==> config.mk <==
export PLATFORM = sky130hd
export DESIGN_NAME = instr_fetch
export DESIGN_NICKNAME = d
export VERILOG_FILES = /design/src/rtl/instr_fetch.sv
export SDC_FILE = /design/constraint.sdc
export NUM_CORES = 1
export LEC_CHECK = 0
export BUFFER_PORTS_ARGS = -buffer_cell sky130_fd_sc_hd__buf_2
export CAP_MARGIN = 10
export CELL_PAD_IN_SITES_DETAIL_PLACEMENT = 1
export CELL_PAD_IN_SITES_GLOBAL_PLACEMENT = 1
export CORE_MARGIN = 2
export CORE_UTILIZATION = 59
export DETAILED_ROUTE_END_ITERATION = 10
export PLACE_DENSITY = 0.87
export SLEW_MARGIN = 20
export SYNTH_ARGS = -nofsm -noshare
export SYNTH_HDL_FRONTEND = slang
export SYNTH_SLANG_ARGS = --single-unit
==> constraint.sdc <==
create_clock -name clk -period 6.7 [get_ports clk]
set_input_delay 1.34 -clock clk [delete_from_list [all_inputs] [get_ports clk]]
set_output_delay 1.34 -clock clk [all_outputs]
set_load 0.01 [all_outputs]
==> src/rtl/instr_fetch.sv <==
// -----------------------------------------------------------------------------
// instr_fetch
//   Instruction sequencer that sits directly upstream of the processor datapath.
//   It holds a small loadable program RAM and a program counter, and drives the
//   processor's 16-bit iin bus. One instruction is presented and held stable
//   until the processor pulses done, then the PC advances. The sequencer stops
//   on a HALT word, which is never issued, or after retiring the last address.
//
// Ports
//   clk          rising-edge clock
//   resetn       asynchronous active-low reset
//   load_en      write load_data to RAM[load_addr]; honoured only in IDLE/HALT
//   load_addr    RAM write address
//   load_data    RAM write data
//   run          start the program at address 0; honoured only in IDLE/HALT
//   done         one-cycle pulse from the processor: current instruction retired
//   iin          instruction to the processor; stable while instr_valid=1
//   instr_valid  iin holds a live instruction that is waiting for done
//   pc           address of the instruction in iin, or of the one being fetched
//   busy         state is FETCH, ISSUE or WAIT_DONE
//   halted       state is HALT
//   instr_count  instructions retired since the last run; saturates at 16'hFFFF
// -----------------------------------------------------------------------------
module instr_fetch #(
  parameter int          DEPTH  = 32,
  parameter int          ADDR_W = 5,
  parameter logic [15:0] HALT_W = 16'hFFFF
) (
  input  logic              clk,
  input  logic              resetn,
  input  logic              load_en,
  input  logic [ADDR_W-1:0] load_addr,
  input  logic [15:0]       load_data,
  input  logic              run,
  input  logic              done,
  output logic [15:0]       iin,
  output logic              instr_valid,
  output logic [ADDR_W-1:0] pc,
  output logic              busy,
  output logic              halted,
  output logic [15:0]       instr_count
);

  localparam logic [ADDR_W-1:0] LAST_ADDR = ADDR_W'(DEPTH - 1);

  typedef enum logic [2:0] {
    IDLE,
    FETCH,
    ISSUE,
    WAIT_DONE,
    HALT
  } state_t;

  state_t            state;
  state_t            state_next;
  logic [15:0]       mem [DEPTH];
  logic [15:0]       rdata;
  logic              idle_like;

  // Loads and run requests are accepted only while no program is executing.
  assign idle_like = (state == IDLE) || (state == HALT);
  assign busy      = (state == FETCH) || (state == ISSUE) || (state == WAIT_DONE);
  assign halted    = (state == HALT);

  // NOTE: the RAM has no reset branch; its contents survive resetn so that a
  // later run replays the same program, and a reset on a memory array would
  // prevent it from mapping onto a RAM macro.
  always_ff @(posedge clk) begin
    if (load_en && idle_like) begin
      mem[load_addr] <= load_data;
    end
    // A write and a run in the same cycle commit the write first; FETCH reads
    // one cycle later, so the new word is seen even at address 0.
    if (state == FETCH) begin
      rdata <= mem[pc];
    end
  end

  // NOTE: sequential state uses non-blocking assignments only, so every
  // register samples the values from before the edge regardless of order.
  always_ff @(posedge clk or negedge resetn) begin
    if (!resetn) begin
      state <= IDLE;
    end else begin
      state <= state_next;
    end
  end

  // NOTE: state_next is defaulted before the case statement so that every path
  // assigns it and no latch is inferred.
  always_comb begin
    state_next = state;
    case (state)
      IDLE, HALT: begin
        if (run) state_next = FETCH;
      end
      FETCH: state_next = ISSUE;
      ISSUE: state_next = (rdata == HALT_W) ? HALT : WAIT_DONE;
      WAIT_DONE: begin
        if (done) state_next = (pc == LAST_ADDR) ? HALT : FETCH;
      end
      default: state_next = IDLE;
    endcase
  end

  // Datapath registers: PC, instruction bus, valid flag and retire counter.
  always_ff @(posedge clk or negedge resetn) begin
    if (!resetn) begin
      pc          <= '0;
      iin         <= '0;
      instr_valid <= 1'b0;
      instr_count <= '0;
    end else begin
      case (state)
        IDLE, HALT: begin
          if (run) begin
            pc          <= '0;
            instr_count <= '0;
          end
        end
        ISSUE: begin
          // A HALT word is swallowed: iin keeps the last issued instruction.
          if (rdata != HALT_W) begin
            iin         <= rdata;
            instr_valid <= 1'b1;
          end
        end
        WAIT_DONE: begin
          if (done) begin
            instr_valid <= 1'b0;
            if (instr_count != 16'hFFFF) instr_count <= instr_count + 16'd1;
            // The last address halts with pc left on it rather than wrapping.
            if (pc != LAST_ADDR) pc <= pc + 1'b1;
          end
        end
        default: ;
      endcase
    end
  end

endmodule

# Word level (Yosys, flattened, before mapping)
# Memory sizes are Yosys's and may differ from the RTL's. A register that Yosys moved wholly into a read port is not among the register bits.
# Cells that the tools add are included.
totals:
  ff_bits: 41
  ramBits: 512
  in_bits: 26
  out_inout_bits: 40
  elab_cells: 53
  n_memories: 1
memory_table:
  columns: ["memory", "words", "width", "rd", "rd_ports_with_merged_regs", "wr", "line_no", "rtl"]
  rows:
  - ["mem", 32, 16, 1, 1, 1, "56", "logic [15:0] mem [DEPTH];"]
op_classes:
  n_addsub: 2
  eq_ne: 14
  muxes: 18
  n_reduce_logical: 13
ops:
  columns: ["cell", "n"]
  rows:
  - ["$mux 16", 3]
  - ["$ne 16x16->1 const B", 2]
  - ["$pmux 16 s2", 1]
  - ["$add 16x1->16 const B", 1]
  - ["$eq 16x16->1 const B", 1]
  - ["$mux 5", 3]
  - ["$mux 3", 4]
  - ["$pmux 3 s4", 1]
  - ["$pmux 5 s2", 1]
  - ["$reduce_and 4->1", 2]
  - ["$eq 3x2->1 const B", 2]
  - ["$ne 2x1->1 const B", 3]
  - ["$add 5x1->5 const B", 1]
  - ["$eq 5x5->1 const B", 1]
  - ["$ne 5x5->1 const B", 1]
  - ["$mux 1", 4]
  - ["$ne 2x2->1 const B", 2]
  - ["$reduce_and 2->1", 2]
  - ["$reduce_bool 2->1", 2]
  - ["$eq 3x1->1 const B", 1]
  - ["$eq 3x3->1 const B", 1]
  - ["$logic_not 3->1", 1]
  - ["$logic_or 1x1->1", 3]
  - ["$reduce_and 3->1", 1]
  - ["3 further kinds", 3]

# Depth between registers and ports, before layout
depth:
  word_depth: 5
  depth_mapped: 8
  ltp_nobuf: 7

# Least setup slack after synthesis
# No wires, ideal clock.
synth_timing:
  kind: "input to register"
  start: "input load_addr[1]"
  end: "memory mem[12][0], enable pin"
  setup_ns: 0.388
  arrival_time_ns: 2.596
  required_ns: 6.312
  path_slack_ns: 3.716
  path_stages: 3
  path_buffers: 1
  cell_sequence: "or3_1 clkbuf_1 nor2_1"
synth_lines:
  columns: ["element", "line_no", "rtl"]
  rows:
  - ["start: declaration", "32", "input logic [ADDR_W-1:0] load_addr,"]
  - ["end: declaration", "56", null]
# No word-level cell before the write port.

# Final worst setup path
layout_timing:
  start: "register pc[0]"
  end: "output pc[0]"
layout_lines:
  columns: ["element", "line_no", "rtl"]
  rows:
  - ["start: declaration", "38", "output logic [ADDR_W-1:0] pc,"]
  - ["start signal: assignment", "133", "if (pc != LAST_ADDR) pc <= pc + 1'b1;"]
# No word-level cell between the ends.

==> impl_results.md <==
- TritonCTS clock tree: yes
- Final weighted congestion in routability-driven placement: 0.886
- Number of standard-cell rows in the floorplan: 70
- Wire length of the first global-routing pass: between 80,000 and 90,000 µm
- Critical Path Fanout Max: 97
- Post-synth EDFFs: 528
- Effective utilization at floorplan: 60.0%
- Die X-Extent: 197 µm
- Worst setup path category: reg2out
- H-Tree Depth: 2
- Clock root cell: sky130_fd_sc_hd__clkbuf_16
- Total negative setup slack: 0 ns
- Total Wirelength: 60,100 µm
- Number of cells in the design after placement: 1,608
- Maximum operating frequency: 262 MHz
- Number of gates given a new drive strength after cts: 0
- Register-to-register path setup slack: 2.93 ns
- Capture point of the worst path: pc[0]
- Number of global-route vias before repair: 12,200
- Synth warn: 0
- Number of hold-slack violations in the final timing report: 0
- Setup repair after global routing missed its margin: no
- Number of distinct library cells after synthesis: 50
- ANT nets after route: 0
- Maximum number of pins on one net before global-route repair: 98
- Cell taking the most area after synthesis: sky130_fd_sc_hd__edfxtp_1
- Count of nets after finishing: 1,226
- Worst hold path type: reg2reg
- Hold buffer count at cts: 0
- Buffers added on ports: between 60 and 70
- Max Clock Skew: 0.0425 ns
- DP HPWL: 35,500 µm
- Main synth FF type: sky130_fd_sc_hd__edfxtp_1
- Y dimension of the die: ~200 µm
- Main area contributors after synthesis: sky130_fd_sc_hd__edfxtp_1, sky130_fd_sc_hd__mux4_2, sky130_fd_sc_hd__dfrtp_1
- Setup violations, final: 0
- GRT Util Overall: around a third
- Post-synthesis cell area: 22,000 µm²
- Share of post-route cells with drive strength above 1: roughly a quarter
- Nature of the critical path startpoint: flip-flop
- Data arrival, critical path: 2.48 ns
- Worst reg2reg path startpoint: pc[0]
- Worst Path Required: 5.36 ns
- Filler cell count in the final layout: ~3,000
- Sum of overflow across all layers after global routing: 0
- Proportion of synthesized chip area in sequential cells: 76.6%
- Number of nets produced by synthesis: 1,122
- Final slew viol count: 0
- Relative area change from synthesis to final layout: 12.5%
- Crit Reg-Reg Endpoint: rdata[12]
- First-pass DRT Iterations: 5
- Leakage dissipation: 8.11 nW
- Post CTS Setup Buffer Count: 0
- Initial antenna violation count: 2
- Portion of the clock cycle consumed by the worst path in the final layout: between 50% and 60%
- Final critical path time including I/O delays and setup: 3.82 ns
- Max_slew headroom: 19.3%
- Area share of the largest cell type after synthesis: approximately 70%
- Maximum root-to-sink buffer count: 3
- Clock insertion delay at the later pin of the skew report: 0.62 ns
- Worst reg2reg path depth: 4
- Total via count after detailed routing: 11,800
- Vias per Instance: a little under 7
- Post-layout util: 67.5%
- Detailed-route wire length per cell: 35.0 µm
- Maxcap violations: 0
- Seq cells post-synth: approximately 570
- Endpoint kind of the worst setup timing path: output port
- Max IR drop VDD: roughly 0.24 mV
- First DRT Iteration DRCs: 1,509
- Async set or reset register ratio after synthesis: 7.21%
- TritonCTS buffer count: 55
- Total power density per cell area: 374 nW/µm²
- Std-Cell Core Area: approximately 37,000 µm²
- Residual DRC: 0
- Number of clock sinks seen by CTS: 569
- Start point of the critical path: pc[0]
- Worst-margin pin slew: roughly 1.2 ns
- Clock-pin slew on the worst setup and hold paths: approximately 0.070 ns
- Die Area: 38,900 µm²
- Number of cells in the finished layout apart from fillers: about 1,700
- Run status: complete, no violations
- Number of instances in the synthesized netlist: 1,093
- Syn_area_per_cell: 20.2 µm²
- I/O pins: 66
worst min path at each step:
stage	start	to	cells after the start
2_1_floorplan	rdata[0]	iin[0]	1
3_3_place_gp	instr_valid	instr_valid	1
3_5_place_dp	instr_valid	instr_valid	1
4_1_cts	instr_valid	instr_valid	1
5_1_grt	instr_valid	instr_valid	1
6_report	instr_valid	instr_valid	1
synthesized netlist by cell type (all sizes together) (4+ instances only):
cell type,count
a211oi,33
a21oi,26
a22o,19
a22oi,16
and2,4
and3,4
buf,29
clkbuf,26
dfrtp,41
edfxtp,528
inv,5
mux2,17
mux2i,65
mux4,96
nand2,22
nand3,15
nand3b,4
nand4,10
nor2,47
nor3,4
o21ai,15
o221ai,16
o22ai,17
o311ai,4
or3,5
layout by cell type, fill, tap and decap left out, drive strengths merged, types with 2 or more instances in the layout:
master / netlist / final
nor3b: 2 / 2
clkinvlp: 0 / 2
clkinv: 0 / 27
mux2i: 65 / 65
bufinv: 0 / 6
o21ai: 15 / 15
nand3: 15 / 15
a211oi: 33 / 33
edfxtp: 528 / 528
nand4: 10 / 10
nor2: 47 / 47
clkbuf: 26 / 67
o221ai: 16 / 16
dfrtp: 41 / 41
or2: 2 / 2
or3: 5 / 5
ha: 3 / 3
o311ai: 4 / 4
nand2: 22 / 22
and2: 4 / 4
nand3b: 4 / 4
o22ai: 17 / 17
a31oi: 3 / 3
a22oi: 16 / 16
buf: 29 / 102
nor3: 4 / 4
a21o: 2 / 2
a22o: 19 / 19
inv: 5 / 6
a21oi: 26 / 26
mux4: 96 / 96
and3: 4 / 4
nor4: 2 / 2
mux2: 17 / 17
diode: 0 / 5
layout make-up:
| cell class | count | area [µm²] | area share, % |
|---|---|---|---|
| clock buffer | 67 | 1440 | 5.82 |
| timing repair buffer | 102 | 639 | 2.58 |
| multi-input combinational | 464 | 4850 | 19.6 |
| clock inverter | 36 | 347 | 1.40 |
| tap | 468 | 586 | 2.36 |
| inverter | 5 | 18.8 | 0.0757 |
| antenna | 5 | 12.5 | 0.0505 |
| sequential | 569 | 16900 | 68.2 |
sequential cells by signal, summed over array words and instances, names as in the netlist:
name         cells
instr_count     16
iin             16
state            3
rdata           16
mem            512
pc               5
instr_valid      1
routing by layer:
layer	wire length (µm)	part of all wire [%]	global-route usage, %
met5	0	0	0
met4	2150	3.6	11.1
met3	7090	12	9.10
met2	28700	48	50.5
met1	22100	37	43.7
per-stage QoR:
step,total power (W),worst slack (ns),hold WS [ns],instance area [µm²]
2_1_floorplan,0.00556,3.72,0.481,22000
3_3_place_gp,0.00608,3.14,0.457,22900
3_5_place_dp,0.00616,3.05,0.470,23000
4_1_cts,0.00927,2.80,0.484,24800
5_1_grt,0.00951,2.72,0.512,24800
6_report,0.00926,2.88,0.476,24800
where the power goes:
part | switching [W] | leakage, nW | internal [W]
Combinational | 0.000972 | 1.96 | 0.000814
Clock | 0.00135 | 0.876 | 0.00177
Sequential | 0.000295 | 5.27 | 0.00406
Total | 0.00262 | 8.11 | 0.00664
critical path, cell delays in order (launching register included):
cell and delay, ns:
sky130_fd_sc_hd__dfrtp_4 0.92, sky130_fd_sc_hd__buf_12 0.54, sky130_fd_sc_hd__buf_2 0.27
cells by family (layout without fill, tap and decap cells):
logic type / Yosys count / after routing / synth area share, %
flops: 569 / 569 / 76.6
mux: 178 / 178 / 13.6
compound gates: 155 / 155 / 5.02
simple gates: 128 / 128 / 3.00
buf+inv: 60 / 210 / 1.54
fa+ha+maj: 3 / 3 / 0.170
other cells: 0 / 5 / 0
Power figures use the tool's default switching activity.
